## config.mk

```make
export PLATFORM = sky130hd
export DESIGN_NAME = vga_frame_monitor
export DESIGN_NICKNAME = d
export VERILOG_FILES = /design/src/rtl/vga_mon_pkg.sv /design/src/rtl/vga_mon_crc16.sv /design/src/rtl/vga_frame_monitor.sv
export SDC_FILE = /design/constraint.sdc
export NUM_CORES = 1
export LEC_CHECK = 0
export BUFFER_PORTS_ARGS = -buffer_cell sky130_fd_sc_hd__buf_4
export CAP_MARGIN = 20
export CELL_PAD_IN_SITES_DETAIL_PLACEMENT = 2
export CELL_PAD_IN_SITES_GLOBAL_PLACEMENT = 2
export CORE_MARGIN = 10
export CORE_UTILIZATION = 36
export CTS_BUF_LIST = sky130_fd_sc_hd__clkbuf_8
export DETAILED_ROUTE_END_ITERATION = 12
export PLACE_DENSITY = 0.95
export SLEW_MARGIN = 20
export SYNTH_ARGS = -nofsm -noshare
export SYNTH_HDL_FRONTEND = slang
export SYNTH_HIERARCHICAL = 1
export SYNTH_SLANG_ARGS = --single-unit
export TNS_END_PERCENT = 10
```

## constraint.sdc

```tcl
create_clock -name clk -period 8.25 [get_ports clk]
set_input_delay 2.0625 -clock clk [delete_from_list [all_inputs] [get_ports clk]]
set_output_delay 2.0625 -clock clk [all_outputs]
set_load 0.02 [all_outputs]
```

## src/rtl/vga_mon_pkg.sv

```systemverilog
// vga_mon_pkg: shared definitions for the VGA frame monitor.
//   - default 640x480@60 timing constants (counts in pixel clocks / lines)
//   - monitor FSM state encoding
//   - CRC-16-CCITT word-update helper used by the optional frame CRC
package vga_mon_pkg;

   localparam int DEF_H_ACTIVE = 640;
   localparam int DEF_H_TOTAL  = 800;
   localparam int DEF_H_START  = 144;
   localparam int DEF_V_ACTIVE = 480;
   localparam int DEF_V_TOTAL  = 525;
   localparam int DEF_V_START  = 35;

   localparam logic [15:0] CRC_INIT = 16'hFFFF;
   localparam logic [15:0] CRC_POLY = 16'h1021;

   typedef enum logic [1:0] {
      UNLOCKED = 2'd0,
      ACQUIRE  = 2'd1,
      LOCKED   = 2'd2
   } mon_state_t;

   // Shift one 16-bit word through the CRC register, MSB first.
   function automatic logic [15:0] crc16_word(input logic [15:0] crc,
                                              input logic [15:0] data);
      logic [15:0] c;
      c = crc;
      for (int i = 15; i >= 0; i--) begin
         if ((c[15] ^ data[i]) == 1'b1) begin
            c = {c[14:0], 1'b0} ^ CRC_POLY;
         end else begin
            c = {c[14:0], 1'b0};
         end
      end
      return c;
   endfunction

endpackage

```

## src/rtl/vga_mon_crc16.sv

```systemverilog
// vga_mon_crc16: per-frame CRC-16-CCITT over active pixels.
// Ports:
//   clk, reset    pixel clock, synchronous active-high reset
//   clear         hold the accumulator at its initial value (monitor not locked)
//   pix_valid     pix_rgb carries an active pixel this cycle
//   pix_rgb       9-bit pixel, zero-extended to 16 bits before hashing
//   frame_start   frame boundary: publish the running CRC and restart
//   frame_crc     CRC of the previous frame (held until the next boundary)
//   crc_valid     one-cycle strobe when frame_crc is updated
// Inputs are the monitor's next-cycle values so frame_crc/crc_valid line up
// with the registered frame_start output.
module vga_mon_crc16
   import vga_mon_pkg::*;
(
   input  logic        clk,
   input  logic        reset,
   input  logic        clear,
   input  logic        pix_valid,
   input  logic [8:0]  pix_rgb,
   input  logic        frame_start,
   output logic [15:0] frame_crc,
   output logic        crc_valid
);

   logic [15:0] acc_r;
   logic [15:0] base_s;
   logic [15:0] acc_s;

   // Next accumulator: restart at a boundary or while unlocked, then fold in the pixel.
   always_comb begin
      base_s = acc_r;
      acc_s  = acc_r;
      if ((frame_start | clear) == 1'b1) begin
         base_s = CRC_INIT;
      end else begin
         base_s = acc_r;
      end
      if (pix_valid == 1'b1) begin
         acc_s = crc16_word(base_s, {7'd0, pix_rgb});
      end else begin
         acc_s = base_s;
      end
   end

   // Accumulator and published result.
   always_ff @(posedge clk) begin
      if (reset) begin
         acc_r     <= CRC_INIT;
         frame_crc <= 16'd0;
         crc_valid <= 1'b0;
      end else begin
         acc_r     <= acc_s;
         crc_valid <= frame_start;
         if (frame_start) begin
            frame_crc <= acc_r;
         end
      end
   end

endmodule

```

## src/rtl/vga_frame_monitor.sv

```systemverilog
// vga_frame_monitor: recovers pixel coordinates from a VGA sync stream,
// verifies line/frame timing and reports locked, errors and frame counts.
// Optional feature: define VGA_MON_CRC_EN to compute a per-frame CRC-16
// of the active pixels; otherwise frame_crc and crc_valid are tied to 0.
// Ports:
//   clk, reset          pixel clock, synchronous active-high reset
//   red/green/blue      3-bit colour inputs
//   hsync, vsync        active-low sync inputs
//   pix_x, pix_y        active coordinate (0 when pix_valid is low)
//   pix_valid, pix_rgb  active-pixel strobe and {red,green,blue}
//   frame_start         one-cycle pulse at each good boundary while locked
//   locked              timing verified
//   h_err, v_err        sticky line / frame timing errors (cleared by reset)
//   frame_count         locked frames, wraps at 16 bits
//   frame_crc, crc_valid  per-frame CRC and its strobe
// Every output reflects the inputs present two clock edges earlier.
module vga_frame_monitor
   import vga_mon_pkg::*;
#(
   parameter int H_ACTIVE = DEF_H_ACTIVE,
   parameter int H_TOTAL  = DEF_H_TOTAL,
   parameter int H_START  = DEF_H_START,
   parameter int V_ACTIVE = DEF_V_ACTIVE,
   parameter int V_TOTAL  = DEF_V_TOTAL,
   parameter int V_START  = DEF_V_START
)(
   input  logic        clk,
   input  logic        reset,
   input  logic [2:0]  red,
   input  logic [2:0]  green,
   input  logic [2:0]  blue,
   input  logic        hsync,
   input  logic        vsync,
   output logic [9:0]  pix_x,
   output logic [9:0]  pix_y,
   output logic        pix_valid,
   output logic [8:0]  pix_rgb,
   output logic        frame_start,
   output logic        locked,
   output logic        h_err,
   output logic        v_err,
   output logic [15:0] frame_count,
   output logic [15:0] frame_crc,
   output logic        crc_valid
);

   localparam logic [9:0] H_LAST = 10'(H_TOTAL - 1);
   localparam logic [9:0] H_SAT  = 10'(H_TOTAL);
   localparam logic [9:0] H_LO   = 10'(H_START);
   localparam logic [9:0] H_HI   = 10'(H_START + H_ACTIVE);
   localparam logic [9:0] V_LAST = 10'(V_TOTAL - 1);
   localparam logic [9:0] V_SAT  = 10'(V_TOTAL);
   localparam logic [9:0] V_LO   = 10'(V_START);
   localparam logic [9:0] V_HI   = 10'(V_START + V_ACTIVE);

   mon_state_t  state_r, state_s;
   logic [8:0]  rgb_q_r;
   logic        hs_q_r, vs_q_r, hs_d_r, vs_d_r;
   logic [9:0]  h_cnt_r, h_cnt_s, v_cnt_r, v_cnt_s;
   logic        pending_r, pending_s, acq_err_r, acq_err_s;
   logic        line_start_s, pend_eff_s, boundary_s;
   logic        line_err_s, frame_err_s;
   logic        frame_ok_s, set_h_s, set_v_s, locked_s;
   logic        pix_valid_s;
   logic [9:0]  pix_x_s, pix_y_s;
   logic [8:0]  pix_rgb_s;
   logic [15:0] frame_count_r;

   assign frame_count = frame_count_r;

   // Input capture; the delayed syncs idle high so no edge is seen right after reset.
   always_ff @(posedge clk) begin
      if (reset) begin
         rgb_q_r <= 9'd0;
         hs_q_r  <= 1'b1;
         vs_q_r  <= 1'b1;
         hs_d_r  <= 1'b1;
         vs_d_r  <= 1'b1;
      end else begin
         rgb_q_r <= {red, green, blue};
         hs_q_r  <= hsync;
         vs_q_r  <= vsync;
         hs_d_r  <= hs_q_r;
         vs_d_r  <= vs_q_r;
      end
   end

   // Sync edge detection, saturating counters and timing-error detection.
   always_comb begin
      line_start_s = hs_d_r & ~hs_q_r;
      pend_eff_s   = pending_r | (vs_d_r & ~vs_q_r);
      boundary_s   = line_start_s & pend_eff_s;
      h_cnt_s      = h_cnt_r;
      v_cnt_s      = v_cnt_r;
      pending_s    = pend_eff_s;
      line_err_s   = 1'b0;
      frame_err_s  = 1'b0;
      if (line_start_s) begin
         h_cnt_s    = 10'd0;
         line_err_s = (h_cnt_r != H_LAST);
      end else if (h_cnt_r >= H_SAT) begin
         h_cnt_s    = H_SAT;
      end else begin
         h_cnt_s    = h_cnt_r + 10'd1;
         // Flag once, on the step into saturation (missing line start).
         line_err_s = (h_cnt_r == H_LAST);
      end
      if (line_start_s) begin
         pending_s = 1'b0;
         if (pend_eff_s) begin
            v_cnt_s     = 10'd0;
            frame_err_s = (v_cnt_r != V_LAST);
         end else if (v_cnt_r >= V_SAT) begin
            v_cnt_s = V_SAT;
         end else begin
            v_cnt_s = v_cnt_r + 10'd1;
         end
      end else begin
         pending_s = pend_eff_s;
      end
   end

   // Lock FSM next state. Errors seen at the UNLOCKED->ACQUIRE boundary are
   // ignored; ACQUIRE needs one full clean frame, judged at its closing boundary.
   always_comb begin
      state_s    = state_r;
      acq_err_s  = acq_err_r;
      frame_ok_s = 1'b0;
      set_h_s    = 1'b0;
      set_v_s    = 1'b0;
      case (state_r)
         UNLOCKED: begin
            acq_err_s = 1'b0;
            if (boundary_s) begin
               state_s = ACQUIRE;
            end else begin
               state_s = UNLOCKED;
            end
         end
         ACQUIRE: begin
            if (boundary_s) begin
               acq_err_s = 1'b0;
               if ((acq_err_r | line_err_s | frame_err_s) == 1'b1) begin
                  state_s = ACQUIRE;
               end else begin
                  state_s    = LOCKED;
                  frame_ok_s = 1'b1;
               end
            end else begin
               acq_err_s = acq_err_r | line_err_s;
            end
         end
         LOCKED: begin
            if ((line_err_s | frame_err_s) == 1'b1) begin
               state_s = UNLOCKED;
               set_h_s = line_err_s;
               set_v_s = frame_err_s;
            end else if (boundary_s) begin
               frame_ok_s = 1'b1;
            end else begin
               frame_ok_s = 1'b0;
            end
         end
         default: begin
            state_s   = UNLOCKED;
            acq_err_s = 1'b0;
         end
      endcase
   end

   // Active-pixel window, evaluated on the counter values of the sample now in rgb_q_r.
   always_comb begin
      locked_s    = (state_s == LOCKED);
      pix_valid_s = 1'b0;
      pix_x_s     = 10'd0;
      pix_y_s     = 10'd0;
      pix_rgb_s   = 9'd0;
      if (locked_s && (h_cnt_s >= H_LO) && (h_cnt_s < H_HI) &&
          (v_cnt_s >= V_LO) && (v_cnt_s < V_HI)) begin
         pix_valid_s = 1'b1;
         pix_x_s     = h_cnt_s - H_LO;
         pix_y_s     = v_cnt_s - V_LO;
         pix_rgb_s   = rgb_q_r;
      end else begin
         pix_valid_s = 1'b0;
      end
   end

   // FSM state register.
   always_ff @(posedge clk) begin
      if (reset) begin
         state_r <= UNLOCKED;
      end else begin
         state_r <= state_s;
      end
   end

   // Counters, status and registered pixel outputs.
   always_ff @(posedge clk) begin
      if (reset) begin
         h_cnt_r       <= 10'd0;
         v_cnt_r       <= 10'd0;
         pending_r     <= 1'b0;
         acq_err_r     <= 1'b0;
         pix_valid     <= 1'b0;
         pix_x         <= 10'd0;
         pix_y         <= 10'd0;
         pix_rgb       <= 9'd0;
         frame_start   <= 1'b0;
         locked        <= 1'b0;
         h_err         <= 1'b0;
         v_err         <= 1'b0;
         frame_count_r <= 16'd0;
      end else begin
         h_cnt_r     <= h_cnt_s;
         v_cnt_r     <= v_cnt_s;
         pending_r   <= pending_s;
         acq_err_r   <= acq_err_s;
         pix_valid   <= pix_valid_s;
         pix_x       <= pix_x_s;
         pix_y       <= pix_y_s;
         pix_rgb     <= pix_rgb_s;
         frame_start <= frame_ok_s;
         locked      <= locked_s;
         h_err       <= h_err | set_h_s;
         v_err       <= v_err | set_v_s;
         if (frame_ok_s) begin
            frame_count_r <= frame_count_r + 16'd1;
         end
      end
   end

`ifdef VGA_MON_CRC_EN
   logic crc_clear_s;
   assign crc_clear_s = ~locked_s;

   vga_mon_crc16 u_crc (
      .clk         (clk),
      .reset       (reset),
      .clear       (crc_clear_s),
      .pix_valid   (pix_valid_s),
      .pix_rgb     (pix_rgb_s),
      .frame_start (frame_ok_s),
      .frame_crc   (frame_crc),
      .crc_valid   (crc_valid)
   );
`else
   assign frame_crc = 16'd0;
   assign crc_valid = 1'b0;
`endif

endmodule

```

# Word-level counts from Yosys, hierarchy flattened
# Index checks and enable logic that the tools add are counted.
dict set report op_classes {
  n_mux 26
  n_addsub 5
  eq_ne 6
  bitwise_logic 12
  reduce_logical 7
  magnitude_cmp 6
}
# cell count
set ops {}
lappend ops {{two-way mux 10 bit} 5}
lappend ops {{adder 10 x 1 -> 10 bit, second input constant} 2}
lappend ops {{>= comparator 10 bit, second input constant} 2}
lappend ops {{< comparator 10 bit, second input constant} 2}
lappend ops {{!= test 10 bit, second input constant} 2}
lappend ops {{adder 16 x 1 -> 16 bit, second input constant} 1}
lappend ops {{two-way mux 1 bit} 15}
lappend ops {{== test 10 bit, second input constant} 1}
lappend ops {{>= comparator 10 x 6 -> 1 bit, second input constant} 1}
lappend ops {{>= comparator 10 x 8 -> 1 bit, second input constant} 1}
lappend ops {{subtractor 10 x 6 -> 10 bit, second input constant} 1}
lappend ops {{subtractor 10 x 8 -> 10 bit, second input constant} 1}
lappend ops {{two-way mux 2 bit} 3}
lappend ops {{OR 1 bit} 6}
lappend ops {{case mux 2 bit (3 select lines)} 1}
lappend ops {{== test 2 bit, second input constant} 2}
lappend ops {{logical AND 1 bit} 4}
lappend ops {{case mux 1 bit (2 select lines)} 2}
lappend ops {{OR reduction 2 bit} 2}
lappend ops {{AND 1 bit} 3}
lappend ops {{NOT 1 bit} 3}
lappend ops {{== test 2 x 1 -> 1 bit, second input constant} 1}
lappend ops {{zero test 2 bit} 1}
dict set report word_totals {
  input_bits 13
  register_bits 87
  output_inout_bits 67
  word_cells 81
}

# Depth between registers and ports, before layout
dict set report logic_depth {
  ltp_word 16
  depth_mapped 14
  mapped_depth_nobuf 12
}

# Worst setup path after synthesis
# Ideal clock, no wire load.
dict set report synth_path {
  path_kind {register to register}
  startpoint {register v_cnt_r[0]}
  endpoint {register pix_valid}
  slack_ns 5.271
  period_less_slack_ns 2.979
  path_stages_with_launch 13
  required_time_ns 8.124
  arrival_time_ns 2.853
  n_path_buf 2
  setup_time_ns 0.126
  path_cell_list {dfxtp_1 inv_1 ha_1 nand2b_1 nand3_1 a31oi_1 clkbuf_1 nor2_1 ha_1 o311a_1 o311ai_1 clkbuf_1 inv_1}
}
dict set report synth_via {
  elab_cells_between_ends 22
  cone_classes {1 x add/sub; 3 x order compare; 2 x eq/ne; 10 x mux; 2 x bitwise; 4 x reduce/logical}
}
# item line
set synth_lines {}
lappend synth_lines {{start: declaration} vga_frame_monitor.sv:59} ;# logic [9:0] h_cnt_r, h_cnt_s, v_cnt_r, v_cnt_s;
lappend synth_lines {{start signal: assignment} vga_frame_monitor.sv:216} ;# v_cnt_r <= v_cnt_s;
lappend synth_lines {{adder 10 x 1 -> 10 bit / >= comparator 10 bit (equally long branches)} {vga_frame_monitor.sv:116, vga_frame_monitor.sv:113}}
lappend synth_lines {{two-way mux 10 bit *} vga_frame_monitor.sv:113} ;# end else if (v_cnt_r >= V_SAT) begin
lappend synth_lines {{two-way mux 10 bit *} vga_frame_monitor.sv:110} ;# if (pend_eff_s) begin
lappend synth_lines {{two-way mux 10 bit *} vga_frame_monitor.sv:108} ;# if (line_start_s) begin
lappend synth_lines {{net v_cnt_s[1]} vga_frame_monitor.sv:59}
lappend synth_lines {{>= comparator 10 x 6 -> 1 bit} vga_frame_monitor.sv:179} ;# (v_cnt_s >= V_LO) && (v_cnt_s < V_HI)) begin
lappend synth_lines {{logical AND 1 bit} vga_frame_monitor.sv:178} ;# if (locked_s && (h_cnt_s >= H_LO) && (h_cnt_s < H_HI) &&
lappend synth_lines {{logical AND 1 bit *} vga_frame_monitor.sv:179}
lappend synth_lines {{two-way mux 1 bit *} vga_frame_monitor.sv:178}
lappend synth_lines {{end signal: assignment} vga_frame_monitor.sv:219} ;# pix_valid <= pix_valid_s;
lappend synth_lines {{end: declaration} vga_frame_monitor.sv:36} ;# output logic pix_valid,
# The timed path passes the listed nets; every way through them passes the cells marked *.
# A chain may end at the register's enable or synchronous reset.

# Final worst setup path
dict set report layout_path {
  startpoint {register hs_d_r}
  endpoint {register pix_x[6]}
}
dict set report layout_via {
  elab_cells_between_ends 26
  cone_classes {1 x add/sub; 4 x order compare; 1 x eq/ne; 9 x mux; 6 x bitwise; 5 x reduce/logical}
}
# item line
set layout_lines {}
lappend layout_lines {{start: declaration} vga_frame_monitor.sv:58} ;# logic hs_q_r, vs_q_r, hs_d_r, vs_d_r;
lappend layout_lines {{start signal: assignment} vga_frame_monitor.sv:83} ;# hs_d_r <= hs_q_r;
lappend layout_lines {{AND 1 bit *} vga_frame_monitor.sv:90} ;# line_start_s = hs_d_r & ~hs_q_r;
lappend layout_lines {{two-way mux 10 bit *} vga_frame_monitor.sv:108}
lappend layout_lines {{net v_cnt_s[1]} vga_frame_monitor.sv:59}
lappend layout_lines {{>= comparator 10 x 6 -> 1 bit} vga_frame_monitor.sv:179}
lappend layout_lines {{logical AND 1 bit} vga_frame_monitor.sv:178}
lappend layout_lines {{logical AND 1 bit *} vga_frame_monitor.sv:179}
lappend layout_lines {{NOT 1 bit (no line) *} --}
lappend layout_lines {{OR reduction 2 bit (no line) *} --}
lappend layout_lines {{end signal: assignment} vga_frame_monitor.sv:220} ;# pix_x <= pix_x_s;
lappend layout_lines {{end: declaration} vga_frame_monitor.sv:34} ;# output logic [9:0] pix_x,
# Marked as above.

==> results.md <==
* Setup TNS at 0 ns
* Worst-Margin Slew at 0.966 ns
* CP Launch Point: hs_d_r
* Simple-gate share of the synthesized area at roughly a quarter
* R2R Setup Slk at 4.34 ns
* Nets at 525
* Reg2reg start: hs_d_r
* Area delta synth->final at 18.9%
* Most frequent CP cell: nor2_1
* Critical path buffers and inverters at 3
* Placed inst area at about 4400 um2
* Hold buffer count at CTS at 0
* Initial Utilization at 37.3%
* Final Hold Viols at 0
* CTS Buf Count at 9
* Horiz. Die Dim at 124 um
* Fillers at 1,180
* Adder-cell share of the synthesized area at 4.49%
* Seq/Total Area, Yosys at between 40 and 50%
* CTS max path bufs at 2
* Worst path depth at 12
* CTS tree: built
* Chip Height at 124 um
* Vias in the first global route at 3,859
* H-tree levels at 3
* Pwr dens at 168 nW/um2
* P_sw at 223 uW
* 1st-iter DRT viols at approximately 230
* Detailed Route WL at 13,500 um
* Post-synthesis compound-gate area fraction at 12.5%
* Clock share of power at between 30% and 40%
* Hold path cells at 2
* Vias/cell at roughly 5.4
* Peak supply drop at 0.0000791 V
* IO Pins at 80
* DPL Wire Length at 9110 um
* Slew Viols, Final at 0
* RSZ-0062 raised after global routing: no
* WL met1 at about 5400 um
* GPL Wtd Cong at roughly 0.8
* Flops & latches, synth at 87
* Multi-input gate area at roughly 1900 um2
* Mux cell area share after synthesis at less than 1%
* Skew-Pair Late Insertion Delay at approximately 0.38 ns
* Crit path cell chain: nor2b_1 > o31ai_1 > a31oi_1 > buf_4 > nor2_1 > ha_1 > inv_1 > o211ai_1 > nor4b_1 > o311ai_4 > buf_8 > nor2_1
* IO buf count at 62
* GR Util All Layers at 17.4%
* Unique masters post-synth at a little over 60
* CP max FO at 17
* PostCTS Resize Cnt at 0
* Global route total overflow at 0
* FF-to-FF path depth at 12
* Crit path time final at 3.91 ns
* Layout cells sized above 1 at 19.5%
* Largest net degree at the start of global routing at between 50 and 60
* WL/cell at ~21 um
* Fmax at about 260 MHz
* Fin Clk Skew at between 0.01 and 0.015 ns
* CP startpoint kind: register
* Core Util, Final at roughly 44%
* DRC viols at 0
* Met2 WL at roughly 7200 um
* Syn_area_per_cell at roughly 8.9 um2
* Status: finished, final reports clean
* Top routing layer in use: met4
* Post-CTS setup repair buffer count at 0
* First-pass GRT wire length at 21,100 um
* # clock sinks at 87
* DR vias at 3,449
* Root Driver: clkbuf_8
* Register area at ~1700 um2
* Worst rel slew slack at between 30% and 40%
* Cell area after layout at roughly 4600 um2
* Total of max-cap violations at 0
* Overall Power at 779 uW
* Logic pwr share at 5.2%
* Post-synthesis xor/xnor area fraction at between 5 and 6%
* HP Class: reg2reg
* Asr flop ratio synth at 0%
* Most used DFF post-synth: dfxtp_1
* EDFF count, synth at 0
* Critical path's slowest cell: nor2b_1
* Core Region at 10,500 um2
* Tcrit/Tclk final at between 40% and 50%
* Sequential Power Share at between 50% and 60%
* Die area at 15,400 um2
* Final setup vio count at 0
* WHS at roughly 0.42 ns
* Post-Syn Instances at roughly 440
* Critical Path End Type: register
* Cell leakage power at 1.85 nW
* Cell Area, Synth at 3900 um2
* Diodes inserted at 0
* Crit path arrival time at 4.20 ns
* Cell-internal power at 556 uW
* Worst endpoint required time at between 8 and 9 ns
* Largest family of logic cells by synthesized area: simple AND/OR/NAND/NOR gates
* Hold_sp: rgb_q_r[1]
* Clock transition at path regs at 0.11 ns
* Pre-antenna DRT Iters at 4
* Sw frac at 28.7%
* WS Path Type: reg2reg
* Post-route ant nets at 0
* Routed wl met3 at 491 um
* CP max stage delay at around 0.78 ns
* FP Rows at 37
* Synth warnings at 6
* CP top delay family: simple AND/OR/NAND/NOR gates
* Antenna violations before repair at 0
-- cells in the mapped netlist (all sizes together) (4+ instances only) --
cell type	number	area [um2]
nand4	10	62.6
xor2	7	61.3
ha	14	175
nor4	8	56.3
nor3b	8	70.1
or2	6	37.5
nor3	29	150
buf	21	145
o21ai	12	60.1
or3	8	50.1
nor2b	13	81.3
nand2	17	63.8
o31ai	4	30.0
a21oi	21	105
xnor2	18	158
nor2	56	210
a21o	4	30.0
nand3	12	60.1
inv	27	101
dfxtp	87	1740
clkbuf	13	48.8
-- worst min-delay path, cell delays in order (launching register included) --
cell and delay, ns:
dfxtp_1 0.31, inv_1 0.04, nor2_1 0.04
-- placed cells by master, fill, tap and decap left out, types with 3 or more instances in the layout --
master / count
dfxtp_1: 87
buf_4: 63
nor2_1: 56
nor3_1: 28
inv_1: 27
a21oi_1: 21
xnor2_1: 18
nand2_1: 17
conb_1: 17
ha_1: 14
nor2b_1: 13
nand3_1: 12
o21ai_0: 11
nand4_1: 10
clkbuf_8: 9
or3_1: 8
xor2_1: 7
nor4_1: 7
nor3b_1: 6
or2_2: 5
o31ai_1: 4
a21o_1: 4
nand2b_1: 3
a31oi_1: 3
o211ai_1: 3
clkinv_4: 3
-- per-layer routing --
layer / vias to the layer above / GRT usage (%)
met5: - / 0
met4: 0 / 8.49
met3: 32 / 3.12
met2: 84 / 31.8
met1: 1730 / 18.9
li1: 1603 / -
-- state kept, by name, summed over array words and instances (netlist names) --
name,flops
acq_err_r,1
frame_count,16
frame_start,1
h_cnt_r,10
h_err,1
hs_d_r,1
hs_q_r,1
locked,1
pending_r,1
pix_rgb,9
pix_valid,1
pix_x,10
pix_y,10
rgb_q_r,9
state_r,2
v_cnt_r,10
v_err,1
vs_d_r,1
vs_q_r,1
-- power groups by stage --
stage	Combinational, mW	Sequential (mW)	Clock, mW
floorplan	0.0343	0.437	0
global placement	0.0366	0.438	0
detailed placement	0.0387	0.439	0
CTS	0.0399	0.430	0.315
global route	0.0441	0.430	0.330
finish	0.0403	0.430	0.309
-- through the flow --
| step | cells | setup slack (ns) |
|---|---|---|
| global placement | 622 | 4.69 |
| global route | 639 | 4.07 |
| finish | 639 | 4.34 |
| CTS | 639 | 4.36 |
| detailed placement | 623 | 4.49 |
| floorplan | 457 | 5.27 |
-- final cells by class --
cell class              instances  share of cell area (%)
multi-input cells             309                    41.9
flip-flops and latches         87                    37.5
repair buffers                 64                    10.5
well taps                     136                    3.66
clock buffers                   9                    2.67
inverters                      27                    2.18
clock inverters                 7                    1.59
-- cell families (layout without fill, tap and decap cells) --
kind of cell | count (synthesis) | count (layout)
XOR/XNOR | 25 | 25
multiplexers | 3 | 3
other | 1 | 17
buffers and inverters | 61 | 107
flip-flops | 87 | 87
adder cells (fa/ha/maj) | 14 | 14
AND/OR/NAND/NOR | 180 | 180
AO/OA/AOI/OAI | 70 | 70
-- final timing paths --
| kind | end |
|---|---|
| worst min register to register | pix_rgb[1] |
| worst max register to register | pix_x[6] |
| worst max-delay path | pix_x[6] |
| worst min-delay path | pix_rgb[1] |
Power figures use the tool's default switching activity.
